[src/rtl/loader_pkg.sv]
// Shared types and sizes for the program loader.
package loader_pkg;

    localparam int unsigned BYTE_W     = 8;
    localparam int unsigned WORD_BYTES = 4;
    localparam int unsigned HDR_BYTES  = 4;
    localparam int unsigned WORD_W     = BYTE_W * WORD_BYTES;
    localparam int unsigned LANE_W     = $clog2(WORD_BYTES);

    typedef enum logic [2:0] {
        IDLE,
        HDR,
        DATA,
        DONE,
        ERR
    } state_t;

endpackage

[src/rtl/word_packer.sv]
// Inserts one stream byte into its little-endian lane of a word.
// Lane 0 starts a fresh word, so lanes not yet received read as zero.
module word_packer
    import loader_pkg::*;
(
    input  logic [WORD_W-1:0] word,
    input  logic [LANE_W-1:0] lane,
    input  logic [BYTE_W-1:0] data,
    output logic [WORD_W-1:0] packed_c
);

    // Clear on lane 0, then overwrite the addressed lane.
    always_comb begin
        packed_c = (lane == '0) ? '0 : word;
        for (int unsigned i = 0; i < WORD_BYTES; i++) begin
            if (lane == LANE_W'(i)) begin
                packed_c[BYTE_W*i +: BYTE_W] = data;
            end
        end
    end

endmodule

[src/rtl/program_loader.sv]
// Streams a length-prefixed byte image into word-wide program memory.
module program_loader
    import loader_pkg::*;
#(
    parameter int unsigned BASE_ADDR = 0,
    parameter int unsigned MEM_BYTES = 2048
) (
    input  logic        clk,
    input  logic        reset,
    input  logic        start,
    input  logic        in_valid,
    input  logic [7:0]  in_data,
    output logic        in_ready,
    output logic [31:0] byte_address,
    output logic        write_enable,
    output logic [31:0] write_data,
    output logic        busy,
    output logic        done,
    output logic        error
);

    localparam int unsigned LEN_LIMIT = MEM_BYTES - BASE_ADDR;

    state_t              state;
    logic [31:0]         len;
    logic [31:0]         count;
    logic [WORD_W-1:0]   word_acc;
    logic [LANE_W-1:0]   hdr_cnt;

    logic                fire_c;
    logic                last_c;
    logic                word_end_c;
    logic [WORD_W-1:0]   pack_word_c;
    logic [LANE_W-1:0]   pack_lane_c;
    logic [WORD_W-1:0]   packed_c;

    // Shared packer: header bytes build the length, payload bytes build words.
    always_comb begin
        fire_c      = in_valid && in_ready;
        last_c      = (count == len - 32'd1);
        word_end_c  = (count[LANE_W-1:0] == LANE_W'(WORD_BYTES - 1));
        pack_word_c = (state == HDR) ? len : word_acc;
        pack_lane_c = (state == HDR) ? hdr_cnt : count[LANE_W-1:0];
    end

    word_packer u_word_packer (
        .word     (pack_word_c),
        .lane     (pack_lane_c),
        .data     (in_data),
        .packed_c (packed_c)
    );

    // Load sequencer with registered handshake, status and write port.
    always_ff @(posedge clk) begin
        if (reset) begin
            state        <= IDLE;
            len          <= '0;
            count        <= '0;
            word_acc     <= '0;
            hdr_cnt      <= '0;
            in_ready     <= 1'b0;
            busy         <= 1'b0;
            done         <= 1'b0;
            error        <= 1'b0;
            write_enable <= 1'b0;
            byte_address <= '0;
            write_data   <= '0;
        end else begin
            write_enable <= 1'b0;
            case (state)
                IDLE, DONE, ERR: begin
                    if (start) begin
                        state    <= HDR;
                        len      <= '0;
                        count    <= '0;
                        hdr_cnt  <= '0;
                        in_ready <= 1'b1;
                        busy     <= 1'b1;
                        done     <= 1'b0;
                        error    <= 1'b0;
                    end
                end
                HDR: begin
                    if (fire_c) begin
                        len     <= packed_c;
                        hdr_cnt <= hdr_cnt + LANE_W'(1);
                        if (hdr_cnt == LANE_W'(HDR_BYTES - 1)) begin
                            if (packed_c == '0) begin
                                state    <= DONE;
                                in_ready <= 1'b0;
                                busy     <= 1'b0;
                                done     <= 1'b1;
                            end else if (packed_c > LEN_LIMIT) begin
                                state    <= ERR;
                                in_ready <= 1'b0;
                                busy     <= 1'b0;
                                error    <= 1'b1;
                            end else begin
                                state <= DATA;
                            end
                        end
                    end
                end
                DATA: begin
                    if (fire_c) begin
                        word_acc <= packed_c;
                        count    <= count + 32'd1;
                        if (word_end_c || last_c) begin
                            write_enable <= 1'b1;
                            byte_address <= 32'(BASE_ADDR) + {count[31:LANE_W], LANE_W'(0)};
                            write_data   <= packed_c;
                        end
                        if (last_c) begin
                            state    <= DONE;
                            in_ready <= 1'b0;
                            busy     <= 1'b0;
                            done     <= 1'b1;
                        end
                    end
                end
                default: state <= IDLE;
            endcase
        end
    end

endmodule

[config.mk]
export PLATFORM = sky130hd
export DESIGN_NAME = program_loader
export DESIGN_NICKNAME = d
export VERILOG_FILES = /design/src/rtl/loader_pkg.sv /design/src/rtl/word_packer.sv /design/src/rtl/program_loader.sv
export SDC_FILE = /design/constraint.sdc
export NUM_CORES = 1
export LEC_CHECK = 0
export ABC_AREA = 1
export BUFFER_PORTS_ARGS = -buffer_cell sky130_fd_sc_hd__buf_2
export CELL_PAD_IN_SITES_DETAIL_PLACEMENT = 1
export CELL_PAD_IN_SITES_GLOBAL_PLACEMENT = 1
export CORE_MARGIN = 5
export CORE_UTILIZATION = 46
export DETAILED_ROUTE_END_ITERATION = 10
export PLACE_DENSITY_LB_ADDON = 0.1
export REMOVE_ABC_BUFFERS = 1
export SKIP_LAST_GASP = 1
export SLEW_MARGIN = 10
export SYNTH_ARGS = -nofsm -noshare
export SYNTH_HDL_FRONTEND = slang
export SYNTH_HIERARCHICAL = 1
export SYNTH_SLANG_ARGS = --single-unit
export TNS_END_PERCENT = 30
[constraint.sdc]
create_clock -name clk -period 4.4 [get_ports clk]
set_input_delay 0.22 -clock clk [delete_from_list [all_inputs] [get_ports clk]]
set_output_delay 0.22 -clock clk [all_outputs]
set_load 0.02 [all_outputs]
==> results.ini, run 1 <==
[status]
status=finished, final reports clean

[floorplanning]
boundaryPins=81
initial_core_util=0.4678
coreArea_sq_um=19530
die_y_microns=150.9
fp.dieArea_sq_um=22780
rows=51
die_w_microns=150.9

[power]
pwr-share-comb=0.465
clock_power_share=0.236
worst_ir_drop_vdd_mv=0.3488
p_int_mw=3.369
power_mw=6.386
pwr_density_cell_nw_per_um2=628.3
switchingPower_mw=3.017
switching_share=0.4725
power_frac_seq=0.298
p_leak_nw=4.373

[timing]
fin_crit_sh=0.8363
hold_viol=0
slew_headroom=0.1703
fin_crit_ns=3.680
finalClockSkew_ns=0.01461
setup_violations=0
drv_slew=0
tightest_slew_ns=1.243
max_freq_ghz=0.2718
rsz0062_at_grt=no
worst_slack_ns=0.7202

[synthesis]
yosys_register_bits=167
synth_edf_count=0
yosysSeqAreaShare=0.3660
yosysWarnings=6
synth_ff_type=dfxtp_1
synth_area_per_cell_sq_um=6.558
netlist_instances=1393
synthesis.area_sq_um=9135
ys_types=40
ys_async_sr_fraction=0

[setup_path]
crit_top_cell=nand2_1
cp-end-kind=flop
critPathKind=reg -> reg
worstPathRequired_ns=4.73
arrival_ns=4.01
cp_cell_sequence=inv_1, nand2_1, nor2_4, buf_4, nand2_1, o21ai_1, buf_4, inv_2, nand2_4, o21ai_2, nor4_1, and2_0, nand3_1, o21ai_0, nand2_1, o21ai_0, nand4_1, nand2_1, nor2_1
cp.buffers_inverters=4
slowest_delay_ns=0.47
crit_fanout=57
cp_slowest_cell=buf_4
cp_top_family=simple AND/OR/NAND/NOR gates
start_kind=flop

[layout]
final_nets=1446
drive_gt1_frac=0.1129
area_delta_synth_final_pct=11.26
final_cell_mix=nand2_1 (344), nor2_1 (215), dfxtp_1 (167), inv_1 (116), o21ai_0 (94)
final_common_cell=nand2_1
diodes=0
final_area_sq_um=10160
final_cells=1709
fillers=2667

[clock_tree]
cts_hold_buf=0
cts_root_buf=clkbuf_16
clkSinkCount=167
htree_levels=4
cts-resized-gates=0
cts_tree=done
cts_buffers=17
worstSkewPairLatency_ns=0.44
clkTransAtPathRegs_ns=0.07
postCtsSetupBuffers=0
cts_buffer_depth=2

[detailed_routing]
num_vias=9267
vias_per_cell=5.422
drt_pass1_iterations=5
wl_microns=29800
routedWlPerCell_microns=17.44
drt_iter0_drc=519
antenna_left=0
drc=0

[placement]
dp_cells=1677
gp_congestion=0.9361
dp_hpwl_microns=22040
io_buffer_count=78
dp_slack_ns=0.7383
placement.cell_area_sq_um=9589

[global_route]
top_usage_layer=met2
grt_pass1_vias=9266
grt_pass1_wl_microns=48460
grt_overflow=0
met1_usage=0.3417
gr-usage-met3=0.03202
grt_util_met2=0.4546
grt_max_degree=58
grt_antenna_before_repair=0
track_usage=0.2658

[hold_path]
hp-class=in -> reg

[job]
drv_cap=0

-- registers in the layout, summed over array words and instances (netlist names), 2 cells and up --
register / flops
len: 32
byte_address: 30
hdr_cnt: 2
word_acc: 32
write_data: 32
count: 32
state: 3
-- power groups by stage --
stage	Sequential, mW	Clock (mW)	Combinational, mW
after floorplan	1.87	0	2.13
after global placement	1.93	0	2.85
after detailed placement	1.93	0	2.95
after CTS	1.90	1.52	2.97
after global routing	1.92	1.59	3.34
final	1.91	1.51	2.97
-- synthesized netlist by cell type, types with 9 or more instances --
master    instances  area share
buf_6             9       0.011
o21ai_0          95       0.052
a21oi_1          81       0.044
nor4_1           13      0.0089
o21ai_1          23       0.013
a211oi_1         30       0.025
nor3_1           22       0.012
xor2_1           32       0.031
nand3_1          80       0.044
nor2_1          216       0.089
nand4_1          21       0.014
dfxtp_1         167        0.37
o21ai_2          15       0.014
nand2_1         345        0.14
clkbuf_1         45       0.018
xnor2_1          19       0.018
inv_1           116       0.048
-- per-layer routing --
metal	routed length (microns)	vias up	share of wire
met5	0	-	0
met4	924	0	0.031
met3	988	58	0.033
met2	14340	188	0.48
met1	13560	4442	0.45
li1	-	4579	-
-- through the flow --
stage / utilization / setup TNS, ns / hold slack [ns]
finish: 0.5205 / 0 / 0.2100
detailed placement: 0.4911 / 0 / 0.4452
CTS: 0.5205 / 0 / 0.1947
global placement: 0.4909 / 0 / 0.4361
global route: 0.5205 / 0 / 0.2526
floorplan: - / -71.42 / 0.2891
-- worst min-delay path, delay by kind of cell --
kind	cells	cell delay, ns
buf+inv	1	0.11
simple gates	4	0.29
-- layout make-up --
cell class | instances | area (sq um) | area share
inverter | 127 | 481.7 | 0.04740
tap | 265 | 331.6 | 0.03262
timing repair buffer | 88 | 465.4 | 0.04580
multi-input combinational | 1030 | 4967 | 0.4887
clock inverter | 11 | 113.9 | 0.01120
clock buffer | 21 | 460.4 | 0.04530
sequential | 167 | 3343 | 0.3289
-- cell families after synthesis --
family,after synthesis,synth area share
AND/OR/NAND/NOR,723,0.3349
adder cells (fa/ha/maj),3,0.004109
AO/OA/AOI/OAI,251,0.1535
other,1,0.0004105
XOR/XNOR,51,0.04890
flip-flops,167,0.3660
buffers and inverters,197,0.09218
-- worst paths after layout --
| check | startpoint | end | slack (ns) | cells past startpoint |
|---|---|---|---|---|
| min | in_data[0] | write_data[24] | 0.21 | 5 |
| min reg2reg | word_acc[31] | word_acc[31] | 0.46 | 2 |
| max reg2reg | state[1] | busy | 0.72 | 19 |
| max | state[1] | busy | 0.72 | 19 |
No activity file was read; power rests on OpenSTA's default activity.
==> run 2: changes to the inputs <==
Settings changed: CORE_UTILIZATION 46 to 43.
Clock period 4.4 ns to 3.6 ns, I/O delays scaled along.
==> run 2 against run 1 <==
  * Combinational power up 24%
  * Hold slack worse by 0.038 ns
  * Critical path type unchanged
  * Die area up 6.5%
  * Critical path depth down 10
  * First-iteration DRC count down 18%
  * Power up 24%
  * Clock skew down 0.0030 ns
  * Fmax up 13%
  * Non-clock buffer count up 7
  * Sequential power up 22%
==> results.ini, run 2 (synthesized netlist as in run 1, its figures left out) <==
[floorplanning]
coreArea_sq_um=20960
die_y_microns=155.8
boundaryPins=81
die_w_microns=155.8
initial_core_util=0.4359
fp.dieArea_sq_um=24260
rows=53

[timing]
hold_viol=0
slew_headroom=0.2575
tns_ns=0
max_freq_ghz=0.3059
fin_crit_ns=3.269
hold_slack_ns=0.1720
worst_slack_ns=0.3312
rsz0062_at_grt=no
tightest_slew_ns=1.107
drv_slew=0
finalClockSkew_ns=0.01161
fin_crit_sh=0.9080
setup_violations=0

[clock_tree]
cts-resized-gates=0
htree_levels=4
cts_buffer_depth=2
clkSinkCount=167
postCtsSetupBuffers=0
worstSkewPairLatency_ns=0.44
cts_tree=done
cts_root_buf=clkbuf_16
clkTransAtPathRegs_ns=0.08
cts_buffers=17
cts_hold_buf=0

[placement]
placement.cell_area_sq_um=9651
dp_slack_ns=0.5292
io_buffer_count=78
dp_cells=1694
dp_hpwl_microns=22600
gp_congestion=0.8966

[global_route]
grt_pass1_vias=9353
grt_antenna_before_repair=0
grt_pass1_wl_microns=48760
grt_max_degree=58
grt_overflow=0
track_usage=0.2505

[detailed_routing]
num_vias=9210
routedWlPerCell_microns=17.50
wl_microns=30200
vias_per_cell=5.336
top_layer=met4
drt_iter0_drc=423
drc=0
antenna_left=0
drt_pass1_iterations=4
met1_length_microns=13790
wl_met3_microns=1035
met2WireLength_microns=14450

[setup_path]
slowest_delay_ns=0.84
crit_fanout=40
worstPathRequired_ns=3.90
start_kind=flop
cp_cell_sequence=inv_2, nand2_1, nor2_2, inv_2, nor2_1, buf_4, clkinv_1, o21ai_0, a21oi_1
cp-end-kind=flop
critPathKind=reg -> reg
cp_slowest_cell=clkinv_1
crit_top_cell=inv_2
arrival_ns=3.57

[power]
pwr_density_cell_nw_per_um2=774.4
power_mw=7.935
pwr-share-comb=0.465
worst_ir_drop_vdd_mv=0.3695
switchingPower_mw=3.726
power_frac_seq=0.294
p_leak_nw=4.404
switching_share=0.4696
p_int_mw=4.209
clock_power_share=0.241

[layout]
final_nets=1453
diodes=0
final_area_sq_um=10250
final_cells=1726
drive_gt1_frac=0.1165
final_common_cell=nand2_1
final_cell_mix=nand2_1 (344), nor2_1 (215), dfxtp_1 (167), inv_1 (115), o21ai_0 (94)
utilization=0.4890
area_delta_synth_final_pct=12.18

[status]
status=finished, final reports clean

[hold_path]
hp-class=in -> reg

[job]
drv_cap=0

[run 2: cell count changes in the layout (fill, tap and decap cells not counted), moves of 2 or more]
cell	previous run	this run
clkinv_2	2	0
buf_4	10	17
clkinv_4	4	1
clkinvlp_4	1	4
inv_6	2	4
[run 2: worst paths after layout]
check / start / end / slack [ns] / depth (start not counted)
hold / removal: in_data[4] / write_data[28] / 0.17 / 5
hold reg to reg: word_acc[31] / word_acc[31] / 0.45 / 2
setup / recovery: state[0] / word_acc[4] / 0.33 / 9
setup reg to reg: state[0] / word_acc[4] / 0.33 / 9
[run 2: worst max-delay path, delay by kind of cell (launching register included)]
| family | cells | cell delay [ns] |
|---|---|---|
| flip-flops | 1 | 0.33 |
| AND/OR/NAND/NOR | 3 | 0.78 |
| buffers and inverters | 4 | 1.40 |
| AO/OA/AOI/OAI | 2 | 0.60 |
[run 2: final cells by class]
cell class / instances / area (sq um)
Timing Repair Buffer: 95 / 518.0
Fill cell: 2863 / 10710
Tap cell: 275 / 344.1
Sequential cell: 167 / 3343
Multi-Input combinational cell: 1030 / 4964
Inverter: 127 / 481.7
Clock buffer: 21 / 460.4
Clock inverter: 11 / 136.4
[run 2: layer usage]
metal  track usage  vias to the layer above
li1              -                     4595
met1        0.3229                     4366
met2        0.4326                      193
met3       0.03356                       56
met4       0.08504                        0
met5             0                        -
[run 2: power by group through the flow]
stage          clock network, mW  logic, mW  registers [mW]
2_1_floorplan                  0       2.60            2.29
3_3_place_gp                   0       3.56            2.36
3_5_place_dp                   0       3.64            2.37
4_1_cts                     1.93       3.69            2.33
5_1_grt                     2.02       4.15            2.37
6_report                    1.91       3.69            2.33
==> run 3: changes to the inputs <==
Settings changed: RECOVER_POWER set to 100.
==> run 3 against run 2 <==
  * Combinational power is essentially flat
  * Sequential power is essentially flat
  * Core utilization shrank 0.64 points
  * Register-to-register slack is essentially flat
  * Hold slack lost 0.0024 ns
  * Non-clock buffer count is the same
  * First-iteration DRC count grew 14%
  * Fmax shrank 0.30%
  * Global-route usage is the same
  * Critical endpoint unchanged
==> results.ini, run 3 (synthesized netlist as in run 1, its figures left out) <==
[timing]
finalClockSkew_ns=0.01386
max_freq_ghz=0.3050
drv_slew=0
fin_crit_ns=3.279
tightest_slew_ns=1.110
hold_viol=0
setup_violations=0
slew_headroom=0.2555
rsz0062_at_grt=no
fin_crit_sh=0.9108

[layout]
drive_gt1_frac=0.06203
area_delta_synth_final_pct=10.71
final_common_cell=nand2_1
diodes=0
final_nets=1453
final_cell_mix=nand2_1 (345), nor2_1 (217), dfxtp_1 (167), inv_1 (116), o21ai_0 (97)
fillers=2896
final_cells=1726

[global_route]
track_usage=0.2505
grt_pass1_vias=9353
grt_overflow=0
grt_antenna_before_repair=0
grt_pass1_wl_microns=48760
grt_max_degree=58

[detailed_routing]
drt_pass1_iterations=7
drt_iter0_drc=482
routedWlPerCell_microns=17.52
num_vias=9240
vias_per_cell=5.353
drc=0
wl_microns=30250
antenna_left=0

[setup_path]
start_kind=flop
crit_top_cell=inv_2
cp_slowest_cell=clkinv_1
crit_fanout=40
reg2reg_from=state[0]
cp_cell_sequence=inv_2, nand2_1, nor2_2, inv_2, nor2_1, buf_4, clkinv_1, o21ai_0, a21oi_1
cp_top_family=buffers and inverters
cp-end-kind=flop
cp.buffers_inverters=4
cp-endpoint=word_acc[4]
worstPathRequired_ns=3.90
critPathKind=reg -> reg
reg2reg_setup_slack_ns=0.32
regToRegEndpoint=word_acc[4]
ff2ff_path_depth=9
arrival_ns=3.58
slowest_delay_ns=0.85
path_depth=9
startpoint=state[0]

[floorplanning]
coreArea_sq_um=20960
boundaryPins=81
initial_core_util=0.4359
die_w_microns=155.8
fp.dieArea_sq_um=24260
rows=53
die_y_microns=155.8

[clock_tree]
postCtsSetupBuffers=0
cts-resized-gates=0
cts_root_buf=clkbuf_16
htree_levels=4
cts_hold_buf=0
cts_buffers=17
cts_tree=done
worstSkewPairLatency_ns=0.44
clkSinkCount=167
clkTransAtPathRegs_ns=0.08
cts_buffer_depth=2

[power]
power_mw=7.920
pwr_density_cell_nw_per_um2=783.1
p_leak_nw=4.075
switching_share=0.4710
p_int_mw=4.190
pwr-share-comb=0.464
clock_power_share=0.242
worst_ir_drop_vdd_mv=0.3705
power_frac_seq=0.294
switchingPower_mw=3.730

[placement]
dp_cells=1694
gp_congestion=0.8966
dp_hpwl_microns=22600
io_buffer_count=78

[status]
status=finished, final reports clean

[hold_path]
hp-class=in -> reg

[job]
drv_cap=0

==> run 3: layer usage <==
| metal | global-route usage | up-vias | wire length, microns |
|---|---|---|---|
| li1 | - | 4590 | - |
| met4 | 0.08504 | 0 | 967 |
| met1 | 0.3229 | 4390 | 13810 |
| met2 | 0.4326 | 199 | 14490 |
| met5 | 0 | - | 0 |
| met3 | 0.03356 | 61 | 981 |
==> run 3: worst min-delay path, delay by kind of cell <==
family,cells,cell delay [ns]
buf+inv,1,0.10
simple gates,4,0.29
==> run 3: per-stage QoR <==
step	util	setup slack, ns	cell area [sq um]	hold slack, ns	TNS [ns]
2_1_floorplan	-	-2.267	8778	0.2491	-161.85
3_3_place_gp	0.4605	0.5676	9651	0.4378	0
3_5_place_dp	0.4605	0.5292	9651	0.4435	0
4_1_cts	0.4890	0.4881	10250	0.1682	0
5_1_grt	0.4826	0.02293	10110	0.1961	0
6_report	0.4826	0.3213	10110	0.1696	0
==> run 3: layout make-up <==
class                   count  area [sq um]  share of cell area
clock inverters            11         136.4             0.01349
multi-input cells        1030          4927              0.4872
well taps                 275         344.1             0.03402
inverters                 127         481.7             0.04763
clock buffers              21         460.4             0.04553
flip-flops and latches    167          3343              0.3306
repair buffers             95         420.4             0.04157
==> run 3: worst min path at each step <==
stage                             from              to  slack, ns  cells after the start
final                       in_data[4]  write_data[28]       0.17                      5
after global routing             reset       count[26]       0.20                      2
after CTS                   in_data[4]  write_data[28]       0.17                      5
after detailed placement  word_acc[31]    word_acc[31]       0.44                      2
after global placement     word_acc[0]     word_acc[0]       0.44                      2
after floorplan                  reset       count[15]       0.25                      1
==> run 3: power groups by stage <==
| stage | registers (mW) | clock network, mW | logic, mW |
|---|---|---|---|
| floorplan | 2.29 | 0 | 2.60 |
| global placement | 2.36 | 0 | 3.56 |
| detailed placement | 2.37 | 0 | 3.64 |
| CTS | 2.33 | 1.93 | 3.69 |
| global route | 2.36 | 2.02 | 4.13 |
| finish | 2.33 | 1.91 | 3.68 |
